[src/rtl/ic_fill_ctrl.sv]
// Instruction-cache line fill controller: accepts a line miss, reads the 32-byte
// line as BEATS sequential memory beats, and returns it with a one-cycle ack.
module ic_fill_ctrl #(
    parameter int BEAT_W = 64
) (
    input  logic              clk,
    input  logic              rst,
    input  logic              ic_miss,
    input  logic [31:0]       ic_miss_addr,
    output logic              ic_miss_ack,
    output logic [31:0]       ic_miss_ack_addr,
    output logic [255:0]      ic_fill_data,
    output logic              mem_req,
    output logic [31:0]       mem_addr,
    input  logic              mem_gnt,
    input  logic              mem_rvalid,
    input  logic [BEAT_W-1:0] mem_rdata,
    output logic              fill_busy
);

    localparam int BEATS = 256 / BEAT_W;
    localparam int CNT_W = $clog2(BEATS) + 1;

    typedef enum logic [1:0] {
        IDLE = 2'd0,
        REQ  = 2'd1,
        DATA = 2'd2,
        ACK  = 2'd3
    } state_t;

    state_t           state_r;
    state_t           state_nxt_s;
    logic [CNT_W-1:0] cnt_r;
    logic [CNT_W-1:0] cnt_nxt_s;
    logic [31:0]      line_addr_r;
    logic [31:0]      line_addr_nxt_s;
    logic [255:0]     data_r;
    logic [255:0]     data_nxt_s;
    logic             mem_req_r;
    logic             ack_r;
    logic             busy_r;
    logic             mem_req_nxt_s;
    logic             ack_nxt_s;
    logic             busy_nxt_s;

    // Byte-offset bits of the miss address never reach the memory side.
    logic unused_offset_s;
    assign unused_offset_s = ^ic_miss_addr[4:0];

    // Next-state, beat counter, line address and line assembly.
    always_comb begin
        state_nxt_s     = state_r;
        cnt_nxt_s       = cnt_r;
        line_addr_nxt_s = line_addr_r;
        data_nxt_s      = data_r;
        case (state_r)
            IDLE: begin
                if (ic_miss) begin
                    line_addr_nxt_s = {ic_miss_addr[31:5], 5'b00000};
                    data_nxt_s      = {256{1'b0}};
                    cnt_nxt_s       = {CNT_W{1'b0}};
                    state_nxt_s     = REQ;
                end else begin
                    state_nxt_s = IDLE;
                end
            end
            REQ: begin
                if (mem_gnt) begin
                    state_nxt_s = DATA;
                end else begin
                    state_nxt_s = REQ;
                end
            end
            DATA: begin
                if (mem_rvalid) begin
                    // Beat n lands in slice n; beat 0 holds the lowest address.
                    for (int b = 0; b < BEATS; b++) begin
                        if (cnt_r == CNT_W'(b)) begin
                            data_nxt_s[b*BEAT_W +: BEAT_W] = mem_rdata;
                        end else begin
                            data_nxt_s[b*BEAT_W +: BEAT_W] = data_r[b*BEAT_W +: BEAT_W];
                        end
                    end
                    cnt_nxt_s = cnt_r + CNT_W'(1);
                    if (cnt_r == CNT_W'(BEATS - 1)) begin
                        state_nxt_s = ACK;
                    end else begin
                        state_nxt_s = DATA;
                    end
                end else begin
                    state_nxt_s = DATA;
                end
            end
            ACK: begin
                state_nxt_s = IDLE;
            end
            default: begin
                state_nxt_s = IDLE;
            end
        endcase
    end

    // Status outputs are decoded from the next state and registered so they
    // come straight off flops.
    always_comb begin
        mem_req_nxt_s = 1'b0;
        ack_nxt_s     = 1'b0;
        busy_nxt_s    = 1'b0;
        case (state_nxt_s)
            IDLE: begin
                busy_nxt_s = 1'b0;
            end
            REQ: begin
                mem_req_nxt_s = 1'b1;
                busy_nxt_s    = 1'b1;
            end
            DATA: begin
                busy_nxt_s = 1'b1;
            end
            ACK: begin
                ack_nxt_s  = 1'b1;
                busy_nxt_s = 1'b1;
            end
            default: begin
                busy_nxt_s = 1'b0;
            end
        endcase
    end

    // State and datapath registers with synchronous reset.
    always_ff @(posedge clk) begin
        if (rst) begin
            state_r     <= IDLE;
            cnt_r       <= {CNT_W{1'b0}};
            line_addr_r <= 32'h0000_0000;
            data_r      <= {256{1'b0}};
            mem_req_r   <= 1'b0;
            ack_r       <= 1'b0;
            busy_r      <= 1'b0;
        end else begin
            state_r     <= state_nxt_s;
            cnt_r       <= cnt_nxt_s;
            line_addr_r <= line_addr_nxt_s;
            data_r      <= data_nxt_s;
            mem_req_r   <= mem_req_nxt_s;
            ack_r       <= ack_nxt_s;
            busy_r      <= busy_nxt_s;
        end
    end

    assign mem_req          = mem_req_r;
    assign ic_miss_ack      = ack_r;
    assign fill_busy        = busy_r;
    assign mem_addr         = line_addr_r;
    assign ic_miss_ack_addr = line_addr_r;
    assign ic_fill_data     = data_r;

endmodule

[config.mk]
export PLATFORM = sky130hd
export DESIGN_NAME = ic_fill_ctrl
export DESIGN_NICKNAME = d
export VERILOG_FILES = /design/src/rtl/ic_fill_ctrl.sv
export SDC_FILE = /design/constraint.sdc
export NUM_CORES = 1
export LEC_CHECK = 0
export CORE_MARGIN = 5
export CORE_UTILIZATION = 42
export CTS_CLUSTER_DIAMETER = 120
export DETAILED_ROUTE_END_ITERATION = 8
export HOLD_SLACK_MARGIN = 0.02
export PLACE_DENSITY = 0.79
export SLEW_MARGIN = 20
export SYNTH_ARGS = -nofsm -noshare
export SYNTH_HDL_FRONTEND = slang
export SYNTH_SLANG_ARGS = --single-unit
[constraint.sdc]
create_clock -name clk -period 2 [get_ports clk]
set_input_delay 0.4 -clock clk [delete_from_list [all_inputs] [get_ports clk]]
set_output_delay 0.4 -clock clk [all_outputs]
set_load 0.01 [all_outputs]
==> results of run 1 <==
## power by group through the flow
stage | Clock [mW] | Combinational (mW) | Sequential, mW
2_1_floorplan | 0 | 0.498 | 6.02
3_3_place_gp | 0 | 1.01 | 6.01
3_5_place_dp | 0 | 1.02 | 6.01
4_1_cts | 5.65 | 1.02 | 5.88
5_1_grt | 5.89 | 1.09 | 5.89
6_report | 5.53 | 1.02 | 5.88
## registers in the layout, indices dropped and copies added, names as in the netlist
name	cells
ic_fill_data	256
ic_miss_ack_addr	27
cnt_r	3
state_r	2
fill_busy	1
ic_miss_ack	1
mem_req	1
## area by class of cell
| type | instances | share of cell area [%] |
|---|---|---|
| repair buffers | 446 | 30.5 |
| clock buffers | 42 | 5.55 |
| multi-input cells | 390 | 22.1 |
| clock inverters | 10 | 0.904 |
| well taps | 319 | 2.62 |
| flip-flops and latches | 291 | 38.3 |
| inverters | 3 | 0.0739 |
## layer usage
layer,GRT usage (%),vias up,routed length (um)
met5,0,-,0
met4,8.85,0,1350
met3,5.99,89,3030
met2,39.7,415,16400
met1,26.3,4261,11800
li1,-,3869,-
## logic make-up after synthesis
family                   after synthesis  share of synthesized area, %
AO/OA/AOI/OAI                        295                          28.3
flip-flops                           291                          58.2
buffers and inverters                134                          8.84
AND/OR/NAND/NOR                       80                          4.00
adder cells (fa/ha/maj)                5                         0.625
other                                  1                        0.0374
## path summary, 6_finish.rpt
kind | from | to | slack (ps) | cells past startpoint
worst max-delay path | ic_fill_data[128]$_SDFFE_PP0P_ | ic_fill_data[128] | 100 | 1
worst min-delay path | ic_miss_addr[24] | ic_miss_ack_addr[24]$_SDFFE_PP0P_ | 410 | 3
worst max register to register | state_r[1]$_SDFF_PP0_ | ic_fill_data[42]$_SDFFE_PP0P_ | 220 | 4
worst min register to register | ic_fill_data[255]$_SDFFE_PP0P_ | ic_fill_data[255]$_SDFFE_PP0P_ | 460 | 1
## per-stage QoR
stage	setup TNS, ps	power (mW)	util [%]
4_1_cts	0	12.6	64.9
5_1_grt	0	12.9	64.9
6_report	0	12.4	64.9
3_5_place_dp	-34060	7.03	60.7
3_3_place_gp	-31360	7.02	60.7
2_1_floorplan	0	6.52	-
## placed cells by master (no fill, tap or decap), drive strengths merged, types with 3 or more instances in the layout
cell type,instances
a32o,256
nand3,4
conb,10
clkbuf,42
clkinv,3
buf,39
bufinv,3
dfxtp,291
nor2b,3
ha,5
nand2b,3
and4b,3
clkdlybuf4s50,407
inv,5
nand2,55
o31ai,4
a21oi,31
nor4b,3
==> summary.md, run 1 <==
| Metric | Value |
|---|---|
| Fmax | 527 MHz |
| P&R area growth vs syn | 52.0% |
| Worst relative slew slack | 63.5% |
| Top cell type's share of synthesized area | 58.2% |
| Antenna violations before repair | 0 |
| Pre-CTS setup slack | -213 ps |
| Row count | 56 |
| Largest net degree at the start of global routing | 49 |
| Post-CTS Setup Repair Bufs | 0 |
| Congestion Overflow GR | 0 |
| Slowest-stage cell, CP | clkdlybuf4s50_1 |
| Post-route setup slack | 104 ps |
| Startpoint Class | flop |
| Clock Skew | 9.13 ps |
| Sw frac | 22.7% |
| RSZ-0062 raised after global routing | no |
| Part of the power in registers | 47.3% |
| Tcrit/Tclk final | 94.8% |
| Synth unique cells | 31 |
| WP data required | 1600 ps |
| Psw | 2.83 mW |
| Filler cell count | 1808 |
| DP Cell Count | 1449 |
| Synth Flop Type | dfxtp_1 |
| Post_cts resized | 0 |
| Hold Violations, Final | 0 |
| Crit path kind | reg -> out |
| Syn Std Cell Area | 10000 um^2 |
| Share of cells above drive strength 1 | 8.29% |
| Synth cell count leaders | dfxtp_1 (291), a32o_1 (256), buf_4 (57) |
| Comb power frac | 8.2% |
| Largest cells by area after synthesis | dfxtp_1 (58%), a32o_1 (26%), buf_4 (4.3%) |
| Vias/cell | 5.75 |
| Core outline area | 23500 um^2 |
| Nets | 1267 |
| Max_cap viols | 0 |
| Final Non-Filler Cells | 1501 |
| Hold crit path type | in -> reg |
| Number of global-route vias before repair | 8497 |
| Tightest Pin Transition | 546 ps |
| Synth Instances | 806 |
| CTS Sinks | 291 |
| Later-pin clock latency in the skew report | 540 ps |
| GP Congestion | 0.778 |
| Die height | 164 um |
| Post-synth ARST share | 0% |
| TritonCTS clock tree | yes |
| Post-route cell area | 15200 um^2 |
| Status | finished, final reports clean |
| Drt pass-1 iters | 6 |
| H-tree Lvls | 1 |
| Die area | 27000 um^2 |
| Initial Util | 42.7% |
| CTS Root Buffer Type | clkbuf_16 |
| VDD IR max | 0.753 mV |
| Most numerous cell in the Yosys netlist | dfxtp_1 |
| Syn Area/Cell | 12.4 um^2 |
| Critical Path Fanout Max | 2 |
| Multi-input gate area | 3370 um^2 |
| Worst Path Buf+Inv | 1 |
| Int Pwr | 9.61 mW |
| Synth warn | 0 |
| Cts hold-fix bufs | 0 |
| Leakage | 5.27 nW |
| Clk buf depth | 3 |
| DRC | 0 |
| First-pass GRT wire length | 48700 um |
| Slowest stage delay, CP | 630 ps |
| Ant diodes | 0 |
| Routed vias | 8634 |
| DP Wirelength | 22000 um |
| Clock network power share | 44.5% |
| Num CTS Buffers | 29 |
| Io pins | 424 |
| Synthesis-stage register bit count | 291 |
| Worst path top cell family by delay | buffers and inverters |
| Worst Setup End Kind | output pin |
| Routed len/inst | 21.7 um |
| Fin. max-slew vios | 0 |
| Die X | 164 um |
| Setup violations, final | 0 |
| Fin crit period | 1900 ps |
| Area leader, netlist | dfxtp_1 |
| Placed cell area | 14200 um^2 |
| Antenna-violating nets left | 0 |
| Worst-path clk slew | 70 ps |
| Sequential cell area | 5830 um^2 |
| Pwr dens | 817 nW/um^2 |
| Post-synth EDFFs | 0 |
| Total GRT Usage | 22.6% |
| Sequential share of the synthesized area | 58.2% |
| Data arrival, critical path | 1500 ps |
| Final Hold Slack | 405 ps |
| Wirelength, routed | 32600 um |
| Critical-path cell list | clkdlybuf4s50_1 |
| Port Buffer Count | 408 |
| Iter 0 DRT Violations | 770 |
(Power assumes the default switching activity.)
==> inputs of run 2 (changes only) <==
--- a/config.mk
+++ b/config.mk
@@ -6,11 +6,11 @@
 export NUM_CORES = 1
 export LEC_CHECK = 0
 export CORE_MARGIN = 5
-export CORE_UTILIZATION = 42
+export CORE_UTILIZATION = 40
 export CTS_CLUSTER_DIAMETER = 120
 export DETAILED_ROUTE_END_ITERATION = 8
 export HOLD_SLACK_MARGIN = 0.02
-export PLACE_DENSITY = 0.79
+export PLACE_DENSITY = 0.76
 export SLEW_MARGIN = 20
 export SYNTH_ARGS = -nofsm -noshare
 export SYNTH_HDL_FRONTEND = slang
==> run 2 against run 1 <==
Die area increased by 4.7%. Sequential share of layout area down 0.063 points. Sequential power about the same. Sequential cell count unchanged. Final cell count rose by 1.2%. Clock skew grew 11 ps. Critical path type unchanged. Critical endpoint is now ic_fill_data[127]. Largest power group unchanged.
==> summary.md, run 2 (synthesized netlist as in run 1, its figures left out) <==
| Metric | Value |
|---|---|
| Status | finished, final reports clean |
| Setup violations, final | 0 (unchanged) |
| Leakage | 5.31 nW (+0.75%) |
| Port Buffer Count | 408 (unchanged) |
| Critical Path Fanout Max | 2 (unchanged) |
| Die height | 168 um (+2.3%) |
| CTS Sinks | 291 (unchanged) |
| Reg-to-reg startpoint | state_r[1]$_SDFF_PP0_ |
| Worst relative slew slack | 60.2% (-3.3 points) |
| Slowest-stage cell, CP | clkdlybuf4s50_1 |
| Pwr dens | 805 nW/um^2 (-1.4%) |
| Die X | 168 um (+2.3%) |
| Slowest stage delay, CP | 580 ps (-50 ps) |
| Routed vias | 8640 (+0.069%) |
| R2r worst-path depth | 5 (+1) |
| Final Hold Slack | 402 ps (-2.93 ps) |
| Cts hold-fix bufs | 0 (unchanged) |
| DRC | 0 (unchanged) |
| Flop2flop setup slack | 150 ps (-70 ps) |
| DP Wirelength | 22500 um (+2.0%) |
| Most common cell after layout, fill and taps aside | clkdlybuf4s50_1 |
| Clock Skew | 20.2 ps (+11.1 ps) |
| Clk buf depth | 3 (unchanged) |
| Worst Path Buf+Inv | 1 (unchanged) |
| Worst R2R End | ic_fill_data[29]$_SDFFE_PP0P_ |
| Post_cts resized | 0 (unchanged) |
| Congestion Overflow GR | 0 (unchanged) |
| Worst-path clk slew | 60 ps (about the same) |
| Fmax | 526 MHz (-0.34%) |
| Vias/cell | 5.69 (-1.1%) |
| P&R area growth vs syn | 52.3% |
| First-pass GRT wire length | 50200 um (+3.0%) |
| Total GRT Usage | 21.8% (-0.79 points) |
| Fin. max-slew vios | 0 (unchanged) |
| Num CTS Buffers | 29 (unchanged) |
| Drt pass-1 iters | 5 (-1) |
| Iter 0 DRT Violations | 629 (-18%) |
| Io pins | 424 (unchanged) |
| VDD IR max | 0.538 mV (-29%) |
| Hold crit path type | in -> reg |
| Wirelength, routed | 32900 um (+0.94%) |
| Layout Utilization | 61.3% (-3.6 points) |
| CTS Root Buffer Type | clkbuf_16 |
| Number of global-route vias before repair | 8613 (+1.4%) |
| Max FFs per register | 256 (unchanged) |
| Worst path top cell family by delay | buffers and inverters |
| Routed len/inst | 21.6 um (-0.26%) |
| Most frequent cells in the layout | clkdlybuf4s50_1 (407), dfxtp_1 (291), a32o_1 (256) |
| Fin crit period | 1900 ps (+6.43 ps) |
| WP data required | 1600 ps (about the same) |
| GP Congestion | 0.803 (+3.3%) |
| Worst Setup End Kind | output pin |
| Worst path depth | 1 (unchanged) |
| Row count | 58 (+3.6%) |
| Critical-path cell list | clkdlybuf4s50_1 |
| Post-CTS Setup Repair Bufs | 0 (unchanged) |
| H-tree Lvls | 1 (unchanged) |
| Die area | 28300 um^2 (+4.7%) |
| Max_cap viols | 0 (unchanged) |
| DP Cell Count | 1470 (+1.4%) |
| CP endpoint | ic_fill_data[127] |
| TritonCTS clock tree | yes |
| Tightest Pin Transition | 597 ps (+50.0 ps) |
| Crit path kind | reg -> out |
| RSZ-0062 raised after global routing | no |
| Ant diodes | 0 (unchanged) |
| Nets | 1277 (+0.79%) |
| Hold Violations, Final | 0 (unchanged) |
| Initial Util | 40.2% (-2.4 points) |
| Tcrit/Tclk final | 95.1% (+0.32 points) |
| Largest net degree at the start of global routing | 51 (+4.1%) |
| Crit. Startpoint | ic_fill_data[127]$_SDFFE_PP0P_ |
| Core outline area | 24900 um^2 (+6.0%) |
| Final Non-Filler Cells | 1519 (+1.2%) |
| Startpoint Class | flop |
| Later-pin clock latency in the skew report | 540 ps (about the same) |
| Post-route setup slack | 97.6 ps (-6.43 ps) |
| Data arrival, critical path | 1500 ps (about the same) |
| Antenna-violating nets left | 0 (unchanged) |
| Antenna violations before repair | 0 (unchanged) |
| Pre-CTS setup slack | -210 ps (+3.29 ps) |
| Final setup TNS | 0 ps (unchanged) |
| Share of cells above drive strength 1 | 9.00% (+0.71 points) |
## run 2: changes by cell type in the layout (fill, tap and decap cells not counted)
cell,change
clkinvlp_4,-2
clkbuf_1,-2
clkbuf_8,-2
buf_12,-2
buf_4,+12
clkinv_2,+4
inv_6,-1
## run 2: area by class of cell
| class | instances | area, um^2 |
|---|---|---|
| Sequential cell | 291 | 5830 |
| Clock buffer | 38 | 810 |
| Multi-Input combinational cell | 390 | 3370 |
| Timing Repair Buffer | 456 | 4690 |
| Tap cell | 330 | 413 |
| Clock inverter | 11 | 134 |
| Fill cell | 2017 | 9640 |
| Inverter | 3 | 11.3 |
## run 2: per-stage QoR
stage	power [mW]	cell area [um^2]
finish	12.3	15300
global route	12.7	15300
CTS	12.4	15300
detailed placement	7.03	14300
global placement	7.02	14300
floorplan	6.52	10000
## run 2: report_power, final
group | switching, mW | internal [mW]
Sequential | 0.0439 | 5.84
Clock | 2.17 | 3.21
Combinational | 0.567 | 0.455
Total | 2.78 | 9.50
## run 2: per-layer routing
metal,vias to the layer above,GRT usage [%],wire length [um]
met4,0,8.93,1270
met5,-,0,0
li1,3891,-,-
met3,85,5.68,2630
met2,400,37.4,16300
met1,4264,26.0,12700
## run 2: how the worst min path moves through the flow
stage	from	endpoint	slack [ps]	cells after the start
2_1_floorplan	cnt_r[1]$_SDFFE_PP0P_	cnt_r[1]$_SDFFE_PP0P_	480	2
3_3_place_gp	ic_fill_data[230]$_SDFFE_PP0P_	ic_fill_data[230]$_SDFFE_PP0P_	450	1
3_5_place_dp	ic_fill_data[163]$_SDFFE_PP0P_	ic_fill_data[163]$_SDFFE_PP0P_	450	1
4_1_cts	ic_miss_addr[25]	ic_miss_ack_addr[25]$_SDFFE_PP0P_	380	3
5_1_grt	ic_miss_addr[25]	ic_miss_ack_addr[25]$_SDFFE_PP0P_	390	3
6_report	ic_miss_addr[25]	ic_miss_ack_addr[25]$_SDFFE_PP0P_	400	3
